===== src/rtl/uart_rx_mon.sv =====
`timescale 1ns / 1ps
// uart_rx_mon: UART receive monitor with 16x oversampling, optional parity,
// 1 or 2 checked stop bits and a show-ahead receive FIFO.
//
// Ports:
//   clk, rst_b          clock (rising edge), asynchronous active-low reset
//   baud_div            oversample tick period minus 1, in clk cycles
//   sin                 asynchronous serial line, idle high
//   err_clr             one-cycle pulse clearing the sticky overflow flag
//   rx_data/perr/ferr   FIFO head entry, zero while the FIFO is empty
//   rx_valid, rx_ready  drain handshake; pop on rx_valid && rx_ready
//   fifo_count          number of stored entries
//   overflow            sticky: a character was dropped on a full FIFO
module uart_rx_mon #(
  parameter int unsigned DATA_BITS  = 8,
  parameter int unsigned PARITY     = 0,
  parameter int unsigned STOP_BITS  = 1,
  parameter int unsigned FIFO_DEPTH = 8,
  parameter int unsigned DIV_W      = 16
) (
  input  logic                          clk,
  input  logic                          rst_b,
  input  logic [DIV_W-1:0]              baud_div,
  input  logic                          sin,
  input  logic                          err_clr,
  output logic [DATA_BITS-1:0]          rx_data,
  output logic                          rx_perr,
  output logic                          rx_ferr,
  output logic                          rx_valid,
  input  logic                          rx_ready,
  output logic [$clog2(FIFO_DEPTH):0]   fifo_count,
  output logic                          overflow
);

  localparam int unsigned AW = $clog2(FIFO_DEPTH);
  localparam int unsigned CW = AW + 1;
  localparam int unsigned EW = DATA_BITS + 2;

  typedef enum logic [2:0] {
    StIdle,
    StStart,
    StData,
    StPar,
    StStop,
    StPush,
    StBreak
  } state_e;

  // Oversample tick generator; baud_div is only sampled on reload.
  logic [DIV_W-1:0] div_q, div_d;
  logic             tick;

  assign tick  = (div_q == '0);
  assign div_d = tick ? baud_div : div_q - DIV_W'(1);

  // Line synchroniser; prev flop runs at tick rate so edges are seen per tick.
  logic sin_m_q, s_sin_q, prev_q;

  always_ff @(posedge clk or negedge rst_b) begin
    if (!rst_b) begin
      div_q   <= '0;
      sin_m_q <= 1'b1;
      s_sin_q <= 1'b1;
      prev_q  <= 1'b1;
    end else begin
      div_q   <= div_d;
      sin_m_q <= sin;
      s_sin_q <= sin_m_q;
      if (tick) prev_q <= s_sin_q;
    end
  end

  // Receive FSM
  state_e               state_q, state_d;
  logic [3:0]           tcnt_q, tcnt_d;
  logic [3:0]           bcnt_q, bcnt_d;
  logic [DATA_BITS-1:0] shift_q, shift_d;
  logic                 perr_q, perr_d;
  logic                 ferr_q, ferr_d;
  logic                 bit_mid;
  logic                 push_req;

  // DATA/PAR/STOP sample once per 16 ticks, counter wraps naturally.
  assign bit_mid  = tick && (tcnt_q == 4'd15);
  assign push_req = (state_q == StPush);

  always_comb begin
    state_d = state_q;
    tcnt_d  = tcnt_q;
    bcnt_d  = bcnt_q;
    shift_d = shift_q;
    perr_d  = perr_q;
    ferr_d  = ferr_q;
    unique case (state_q)
      StIdle: begin
        if (tick && prev_q && !s_sin_q) begin
          state_d = StStart;
          tcnt_d  = 4'd0;
        end
      end
      StStart: begin
        if (tick) begin
          if (tcnt_q == 4'd7) begin
            if (s_sin_q) begin
              state_d = StIdle;  // glitch, not a real start bit
            end else begin
              state_d = StData;
              tcnt_d  = 4'd0;
              bcnt_d  = 4'd0;
              perr_d  = 1'b0;
              ferr_d  = 1'b0;
            end
          end else begin
            tcnt_d = tcnt_q + 4'd1;
          end
        end
      end
      StData: begin
        if (tick) tcnt_d = tcnt_q + 4'd1;
        if (bit_mid) begin
          shift_d = {s_sin_q, shift_q[DATA_BITS-1:1]};
          if (bcnt_q == 4'(DATA_BITS - 1)) begin
            bcnt_d  = 4'd0;
            state_d = (PARITY != 0) ? StPar : StStop;
          end else begin
            bcnt_d = bcnt_q + 4'd1;
          end
        end
      end
      StPar: begin
        if (tick) tcnt_d = tcnt_q + 4'd1;
        if (bit_mid) begin
          perr_d  = s_sin_q ^ ((PARITY == 1) ? ^shift_q : ~^shift_q);
          state_d = StStop;
        end
      end
      StStop: begin
        if (tick) tcnt_d = tcnt_q + 4'd1;
        if (bit_mid) begin
          if (!s_sin_q) ferr_d = 1'b1;
          if (bcnt_q == 4'(STOP_BITS - 1)) begin
            state_d = StPush;
          end else begin
            bcnt_d = bcnt_q + 4'd1;
          end
        end
      end
      StPush: begin
        state_d = ferr_q ? StBreak : StIdle;
      end
      StBreak: begin
        // Held-low line (break) must go high before a new start is accepted.
        if (s_sin_q) state_d = StIdle;
      end
      default: state_d = StIdle;
    endcase
  end

  always_ff @(posedge clk or negedge rst_b) begin
    if (!rst_b) begin
      state_q <= StIdle;
      tcnt_q  <= '0;
      bcnt_q  <= '0;
      shift_q <= '0;
      perr_q  <= 1'b0;
      ferr_q  <= 1'b0;
    end else begin
      state_q <= state_d;
      tcnt_q  <= tcnt_d;
      bcnt_q  <= bcnt_d;
      shift_q <= shift_d;
      perr_q  <= perr_d;
      ferr_q  <= ferr_d;
    end
  end

  // Receive FIFO
  logic [EW-1:0] mem_q [FIFO_DEPTH];
  logic [AW-1:0] wptr_q, wptr_d, rptr_q, rptr_d;
  logic [CW-1:0] count_q, count_d;
  logic          overflow_q, overflow_d;
  logic          full, pop, push_ok;
  logic [EW-1:0] head;

  assign rx_valid = (count_q != '0);
  assign full     = (count_q == CW'(FIFO_DEPTH));
  assign pop      = rx_valid && rx_ready;
  // A pop in the same cycle frees the slot for a push into a full FIFO.
  assign push_ok  = push_req && (!full || pop);

  always_comb begin
    wptr_d  = push_ok ? wptr_q + AW'(1) : wptr_q;
    rptr_d  = pop ? rptr_q + AW'(1) : rptr_q;
    count_d = count_q;
    unique case ({push_ok, pop})
      2'b10:   count_d = count_q + CW'(1);
      2'b01:   count_d = count_q - CW'(1);
      default: count_d = count_q;
    endcase
    // Set wins over clear.
    overflow_d = (overflow_q && !err_clr) || (push_req && !push_ok);
  end

  always_ff @(posedge clk) begin
    if (push_ok) mem_q[wptr_q] <= {ferr_q, perr_q, shift_q};
  end

  always_ff @(posedge clk or negedge rst_b) begin
    if (!rst_b) begin
      wptr_q     <= '0;
      rptr_q     <= '0;
      count_q    <= '0;
      overflow_q <= 1'b0;
    end else begin
      wptr_q     <= wptr_d;
      rptr_q     <= rptr_d;
      count_q    <= count_d;
      overflow_q <= overflow_d;
    end
  end

  // Head is gated so stale storage never shows while empty.
  assign head       = rx_valid ? mem_q[rptr_q] : '0;
  assign rx_data    = head[DATA_BITS-1:0];
  assign rx_perr    = head[DATA_BITS];
  assign rx_ferr    = head[DATA_BITS+1];
  assign fifo_count = count_q;
  assign overflow   = overflow_q;

endmodule


===== config.mk =====
export PLATFORM = sky130hd
export DESIGN_NAME = uart_rx_mon
export DESIGN_NICKNAME = d
export VERILOG_FILES = /design/src/rtl/uart_rx_mon.sv
export SDC_FILE = /design/constraint.sdc
export NUM_CORES = 1
export LEC_CHECK = 0
export CORE_ASPECT_RATIO = 1.25
export CORE_UTILIZATION = 44
export DETAILED_ROUTE_END_ITERATION = 10
export PLACE_DENSITY = 0.59
export SYNTH_ARGS = -nofsm -noshare
export SYNTH_HDL_FRONTEND = slang
export SYNTH_SLANG_ARGS = --single-unit

===== constraint.sdc =====
create_clock -name clk -period 6.95 [get_ports clk]
set_clock_uncertainty 0.05 [all_clocks]
set_input_delay 1.39 -clock clk [delete_from_list [all_inputs] [get_ports clk]]
set_output_delay 1.39 -clock clk [all_outputs]
set_load 0.01 [all_outputs]

==> results.md, run 1 <==
- CP endpoint kind: output port
- Leak: 0.00267 uW
- Crit Path Max Fanout: 12
- Worst Path Required: 5.51 ns
- CP max stage delay: 0.77 ns
- Die Y: 132 um
- Ys async rst share: around two fifths
- CP Cell Sequence: buf_4 > mux4_2 > mux2i_1 > nor2_1 > clkdlybuf4s50_1
- Setup violators final: 0
- Int Pwr: 1700 uW
- Synth Flop Type: edfxtp_1
- Combinational share of power: 22.6%
- Drt total wl: between 10,000 and 15,000 um
- Largest net degree at the start of global routing: 52
- Area grow syn2layout: 19.2%
- Setup tns final: 0 ns
- Cts hold-fix bufs: 0
- Die width: 106 um
- Initial antenna violation count: 0
- TritonCTS clock tree: yes
- Initial Utilization: 44.9%
- Worst EP arrival: 2.77 ns
- Core area: 13,200 um2
- Synthesized instance count: a little over 400
- VDD IR max: about 0.15 mV
- Post-synth EDFFs: 80
- H-tree Lvls: 4
- Syn Area/Cell: ~14 um2
- Yosys cell types: 57
- Post-DP HPWL: roughly 7300 um
- Final hold violation count: 0
- Die area: 13,900 um2
- Std-Cell Rows: 47
- Root Buffer: clkbuf_16
- Routed via count: approximately 3.5k
- PostCTS Resize Cnt: 0
- Netlist Area Pre-Place: 5910 um2
- Avg WL per Cell: 17.1 um
- Setup Fix Bufs, Post-CTS: 0
- Synthesized flop and latch total: ~130
- Antenna Diode Count: 0
- RSZ-0062 raised after global routing: no
- Clock slew at reported path FFs: roughly 0.06 ns
- Metal2 WL: 5770 um
- Drt drc: 0
- Gp weighted congestion: 0.771
- 1st-pass router iterations: 4
- Antenna Nets Post-Route: 0
- # clock sinks: 131
- Minimum clock period: around 4.2 ns
- Layout cell share with drive strength beyond 1: between 10% and 20%
- CP Class: flop to output port
- Status: finished clean
- Max Cap Viol: 0
- Ports: 37
- Pwr dens: 331 nW/um2
- Top sig layer: met4
- Vias in the first global route: 3,598
- PortBufs: 36
- Met1 WL: around 5000 um
- Slew @ Worst Pin: roughly 1.0 ns
- Max-slew headroom: 31.4%
- CP max stage cell: dfrtp_1
- Min-Delay Path Class: flop to flop
- Placement Setup Slack: 3.07 ns
- Clk Latency, worst-skew pair: 0.40 ns
- WL met3: 232 um
- Yosys warning count: 0
- CTS Buffer Depth: 2
- First-pass GRT wire length: about 18,000 um
- Vias per inst: 5.36
- Clock power frac: 35.2%
- Final worst path period share: 60.6%
- Fin. max-slew vios: 0
- Startpoint types: flop
- Syn Nets: around 440
- Fillers: roughly 1.1k
- # nets final: 495
- Max Clk Rate: 237 MHz
- Reg power frac: 42.2%
- Sw frac: 27.3%
- Cts bufs inserted: 17
- Total track usage: about 17%
- Sequential fraction of the synthesis area: 62.3%
- Switch Pwr: between 600 and 700 uW
- Grt total ovfl: 0
- DRT iter0 DRCs: approximately 140
- Final WS setup: 2.74 ns
[synthesized netlist by cell type (all sizes together) (4+ instances only)]
cell / count / share of area, %
ha: 8 / 1.7
edfxtp: 80 / 41
nor2: 47 / 3.3
nand2b: 8 / 0.85
mux4: 20 / 7.6
a21oi: 7 / 0.59
nand2: 19 / 1.2
or4: 4 / 0.57
o22ai: 4 / 0.42
inv: 14 / 0.89
nor2b: 6 / 0.64
nand3: 8 / 0.68
mux2i: 14 / 2.4
nor4: 6 / 0.89
a31oi: 7 / 0.74
o21ai: 14 / 1.2
dfrtp: 48 / 20
xnor2: 18 / 2.7
nor3: 8 / 0.68
clkbuf: 8 / 0.51
nor3b: 4 / 0.51
mux2: 14 / 3.2
buf: 5 / 0.72
[final timing paths]
kind,startpoint,slack [ns],end,cells after the start
max in group asynchronous,rst_b,5.32,shift_q[0]$_DFFE_PN0P_,2
min reg2reg,sin_m_q$_DFF_PN1_,0.31,s_sin_q$_DFF_PN1_,0
min in group asynchronous,rst_b,1.05,bcnt_q[0]$_DFFE_PN0P_,2
max,rptr_q[0]$_DFFE_PN0P_,2.74,rx_data[6],5
min,sin_m_q$_DFF_PN1_,0.31,s_sin_q$_DFF_PN1_,0
max reg2reg,div_q[0]$_DFF_PN0_,3.88,tcnt_q[3]$_DFFE_PN0P_,7
[cell type report]
type	count	area, um2	share of cell area, %
Clock buffer	17	425	6.04
Clock inverter	15	136	1.94
Inverter	14	52.6	0.746
Multi-Input combinational cell	256	2110	30.0
Sequential cell	131	3680	52.3
Tap cell	171	214	3.04
Timing Repair Buffer	45	423	6.00
[critical path: cells and delay by family (launching register included)]
kind,cells,cell delay [ns]
buffers and inverters,2,0.84
flip-flops,1,0.77
multiplexers,2,0.70
AND/OR/NAND/NOR,1,0.06
[kinds of logic (layout without fill, tap and decap cells)]
logic type                 Yosys count  in the layout  share of synthesized area, %
AOI/OAI and AO/OA                   52             52                          5.67
xor gates and xnor gates            21             21                          3.34
adders and majority gates            9              9                          2.03
buffers and inverters               27             91                          2.12
DFF                                131            131                          62.3
muxes                               48             48                          13.2
and+or+nand+nor                    126            126                          11.4
[stage by stage]
stage	cells	total power, uW	util [%]	instance area, um2	hold WS, ns
after floorplan	414	1320	-	5910	0.295
after global placement	617	1520	49.2	6480	0.296
after detailed placement	617	1540	49.2	6480	0.302
after CTS	649	2370	53.5	7040	0.309
after global routing	649	2460	53.5	7040	0.311
final	649	2330	53.5	7040	0.310
[per-layer routing]
| layer | global-route usage (%) | vias up |
|---|---|---|
| met5 | 0 | - |
| met1 | 22.0 | 1769 |
| met4 | 6.10 | 0 |
| met3 | 3.97 | 9 |
| met2 | 29.1 | 40 |
| li1 | - | 1661 |
[layout by cell type, fill, tap and decap left out, types with 4 or more instances in the layout]
master,count
edfxtp_1,80
dfrtp_1,48
nor2_1,46
clkdlybuf4s50_1,35
mux4_2,20
nand2_1,19
xnor2_1,18
clkbuf_16,17
inv_1,14
mux2i_1,14
o21ai_0,12
buf_4,9
nor3_1,8
nand2b_1,8
nand3_1,8
mux2_4,8
ha_1,8
a21oi_1,7
a31oi_1,7
nor2b_1,6
clkinv_4,6
mux2_2,4
nor4_1,4
o22ai_1,4
nor3b_1,4
[power groups by stage]
stage | Combinational [uW] | Sequential (uW) | Clock, uW
finish | 528 | 984 | 823
global route | 575 | 999 | 884
CTS | 537 | 986 | 846
detailed placement | 536 | 1000 | 0
global placement | 527 | 997 | 0
floorplan | 381 | 934 | 0
[sequential cells by signal (all words and copies together), names as in the netlist, 3 cells and up]
name	count
mem_q	80
div_q	16
shift_q	8
bcnt_q	4
fifo_count	4
tcnt_q	4
rptr_q	3
state_q	3
wptr_q	3
No activity file was read; power rests on OpenSTA's default activity.
==> inputs of run 2 (changes only) <==
- PLACE_DENSITY: 0.59 -> 0.61
- clock period: 6.95 -> 3.8 ns (I/O delays scaled with it)
==> run 2 against run 1 <==
Largest power group unchanged. Critical path depth unchanged. Largest cell class unchanged. Non-clock buffer count up 5. Highest routed layer unchanged. First-iteration DRC count up 56%. Worst setup slack worse by 2.1 ns.
==> results.md, run 2 (synthesis results as in run 1) <==
- PostCTS Resize Cnt: 0 (unchanged)
- GR met1 Demand/Resource: 20.2% (-1.8 points)
- Worst Path Required: 2.99 ns (-2.52 ns)
- H-tree Lvls: 4 (unchanged)
- Core area: 13,200 um2 (unchanged)
- Vias per inst: 5.38 (+0.40%)
- R2r endpoint: shift_q[6]$_DFFE_PN0P_
- DRT iter0 DRCs: 214 (+56%)
- Post-DP HPWL: 7110 um (-2.5%)
- Final hold violation count: 0 (unchanged)
- Std-Cell Rows: 47 (unchanged)
- Min-Delay Path Class: flop to flop
- Layout cell share with drive strength beyond 1: 18.4% (+0.85 points)
- Antenna Diode Count: 0 (unchanged)
- CP endpoint kind: output port
- Switch Pwr: 1140 uW (+79%)
- Reg2Reg Depth: 7 (unchanged)
- Largest regs: mem_q: 80 flops, div_q: 16 flops, shift_q: 8 flops
- Pwr dens: 614 nW/um2 (+85%)
- Largest Register: mem_q
- Initial Utilization: 44.9% (unchanged)
- Antenna Nets Post-Route: 0 (unchanged)
- Setup tns final: 0 ns (unchanged)
- Clock slew at reported path FFs: 0.06 ns (about the same)
- Max Cap Viol: 0 (unchanged)
- Largest net degree at the start of global routing: 34 (-35%)
- Commonest cells after routing, fill and taps aside: edfxtp_1, dfrtp_1, nor2_1
- Status: finished clean
- Hold EP: s_sin_q$_DFF_PN1_
- Grt total ovfl: 0 (unchanged)
- VDD IR max: 0.291 mV (+98%)
- Reg power frac: 39.4% (-2.8 points)
- Drt drc: 0 (unchanged)
- 1st-pass router iterations: 5 (+1)
- RSZ-0062 raised after global routing: no
- # clock sinks: 131 (unchanged)
- Clk Latency, worst-skew pair: 0.41 ns (about the same)
- Number of flip-flops in the largest register: 80 (unchanged)
- Die width: 106 um (unchanged)
- Crit Path Max Fanout: 22 (+10)
- Root Buffer: clkbuf_16
- GR met2 Demand/Resource: 29.5% (+0.40 points)
- Placement Setup Slack: 0.942 ns (-2.13 ns)
- Initial antenna violation count: 0 (unchanged)
- Die Y: 132 um (unchanged)
- GRT busiest layer: met2
- Reg2Reg Setup Slack: 0.92 ns (-2.96 ns)
- Fin. max-slew vios: 0 (unchanged)
- Fin util: 54.0% (+0.50 points)
- Clock power frac: 36.7% (+1.5 points)
- Vias in the first global route: 3,548 (-1.4%)
- Drt total wl: 10,600 um (-4.4%)
- Launch point of the worst reg-to-reg path: div_q[0]$_DFF_PN0_
- TritonCTS clock tree: yes
- PortBufs: 36 (unchanged)
- Max-slew headroom: 48.8% (+17 points)
- Routed via count: 3,520 (+1.2%)
- Worst EP arrival: 2.36 ns (-0.41 ns)
- Die area: 13,900 um2 (unchanged)
- HP Start: sin_m_q$_DFF_PN1_
- Final WS setup: 0.626 ns (-2.11 ns)
- First-pass GRT wire length: 17,800 um (-3.3%)
- Int Pwr: 3230 uW (+90%)
- Slew @ Worst Pin: 0.768 ns (-0.259 ns)
- Avg WL per Cell: 16.2 um (-5.2%)
- Final worst path period share: 83.5%
- Total track usage: 16.9% (-0.46 points)
- Met3 Use GR: 3.67% (-0.30 points)
- Cts bufs inserted: 17 (unchanged)
- Worst Hold Depth: 0 (unchanged)
- Startpoint types: flop
- # nets final: 500 (+1.0%)
- Combinational share of power: 23.8% (+1.2 points)
- Cts hold-fix bufs: 0 (unchanged)
- Commonest non-fill, non-tap cell in the layout: edfxtp_1
- Sw frac: 26.0% (-1.2 points)
- CP Class: flop to output port
- Crit path from: rptr_q[0]$_DFFE_PN0P_
- Area grow syn2layout: 20.3%
- CTS Buffer Depth: 2 (unchanged)
- Setup violators final: 0 (unchanged)
- Gp weighted congestion: 0.793 (+2.9%)
- Total Power: 4370 uW (+87%)
- Setup Fix Bufs, Post-CTS: 0 (unchanged)
- Minimum clock period: 3.17 ns
- Leak: 0.00271 uW (+1.7%)
- Max Clk Rate: 315 MHz
- Ports: 37 (unchanged)
==> run 2: cell count changes in the layout (fill, tap and decap cells not counted), sizes merged <==
| cell | previous run | this run |
|---|---|---|
| clkinv | 10 | 9 |
| inv | 16 | 15 |
| bufinv | 1 | 3 |
| buf | 10 | 15 |
==> run 2: area by class of cell <==
cell class              count  area (um2)
clock buffers              17         425
clock inverters            15         165
fillers                  1099        6060
inverters                  14        52.6
repair buffers             50         460
multi-input cells         256        2110
flip-flops and latches    131        3680
well taps                 171         214
==> run 2: worst max-delay path by stage <==
stage,end,depth (start not counted)
2_1_floorplan,shift_q[0]$_DFFE_PN0P_,9
3_3_place_gp,mem_q[0][6]$_DFFE_PP_,6
3_5_place_dp,shift_q[6]$_DFFE_PN0P_,7
4_1_cts,rx_ferr,5
5_1_grt,rx_ferr,5
6_report,rx_ferr,5
==> run 2: metal layers <==
metal  routed length, um  share of wire, %
met5                   0                 0
met4                 153               1.4
met3                 301               2.8
met2                5600                53
met1                4520                43
==> run 2: through the flow <==
stage | area, um2 | instances | hold WS, ns
after floorplan | 5910 | 414 | 0.295
after global placement | 6520 | 622 | 0.295
after detailed placement | 6520 | 622 | 0.297
after CTS | 7110 | 654 | 0.306
after global routing | 7110 | 654 | 0.318
final | 7110 | 654 | 0.305
==> run 2: critical path: stages, from the launching register on <==
cell,delay [ns]
dfrtp_1,0.32
buf_4,0.38
mux4_2,0.57
mux2i_1,0.16
nor2_1,0.06
clkdlybuf4s50_1,0.47
==> run 2: power groups by stage <==
stage	logic [uW]	registers [uW]	clock network [uW]
finish	1040	1720	1600
CTS	1060	1720	1640
global placement	1050	1750	0
floorplan	698	1710	0
global route	1150	1740	1710
detailed placement	1070	1750	0
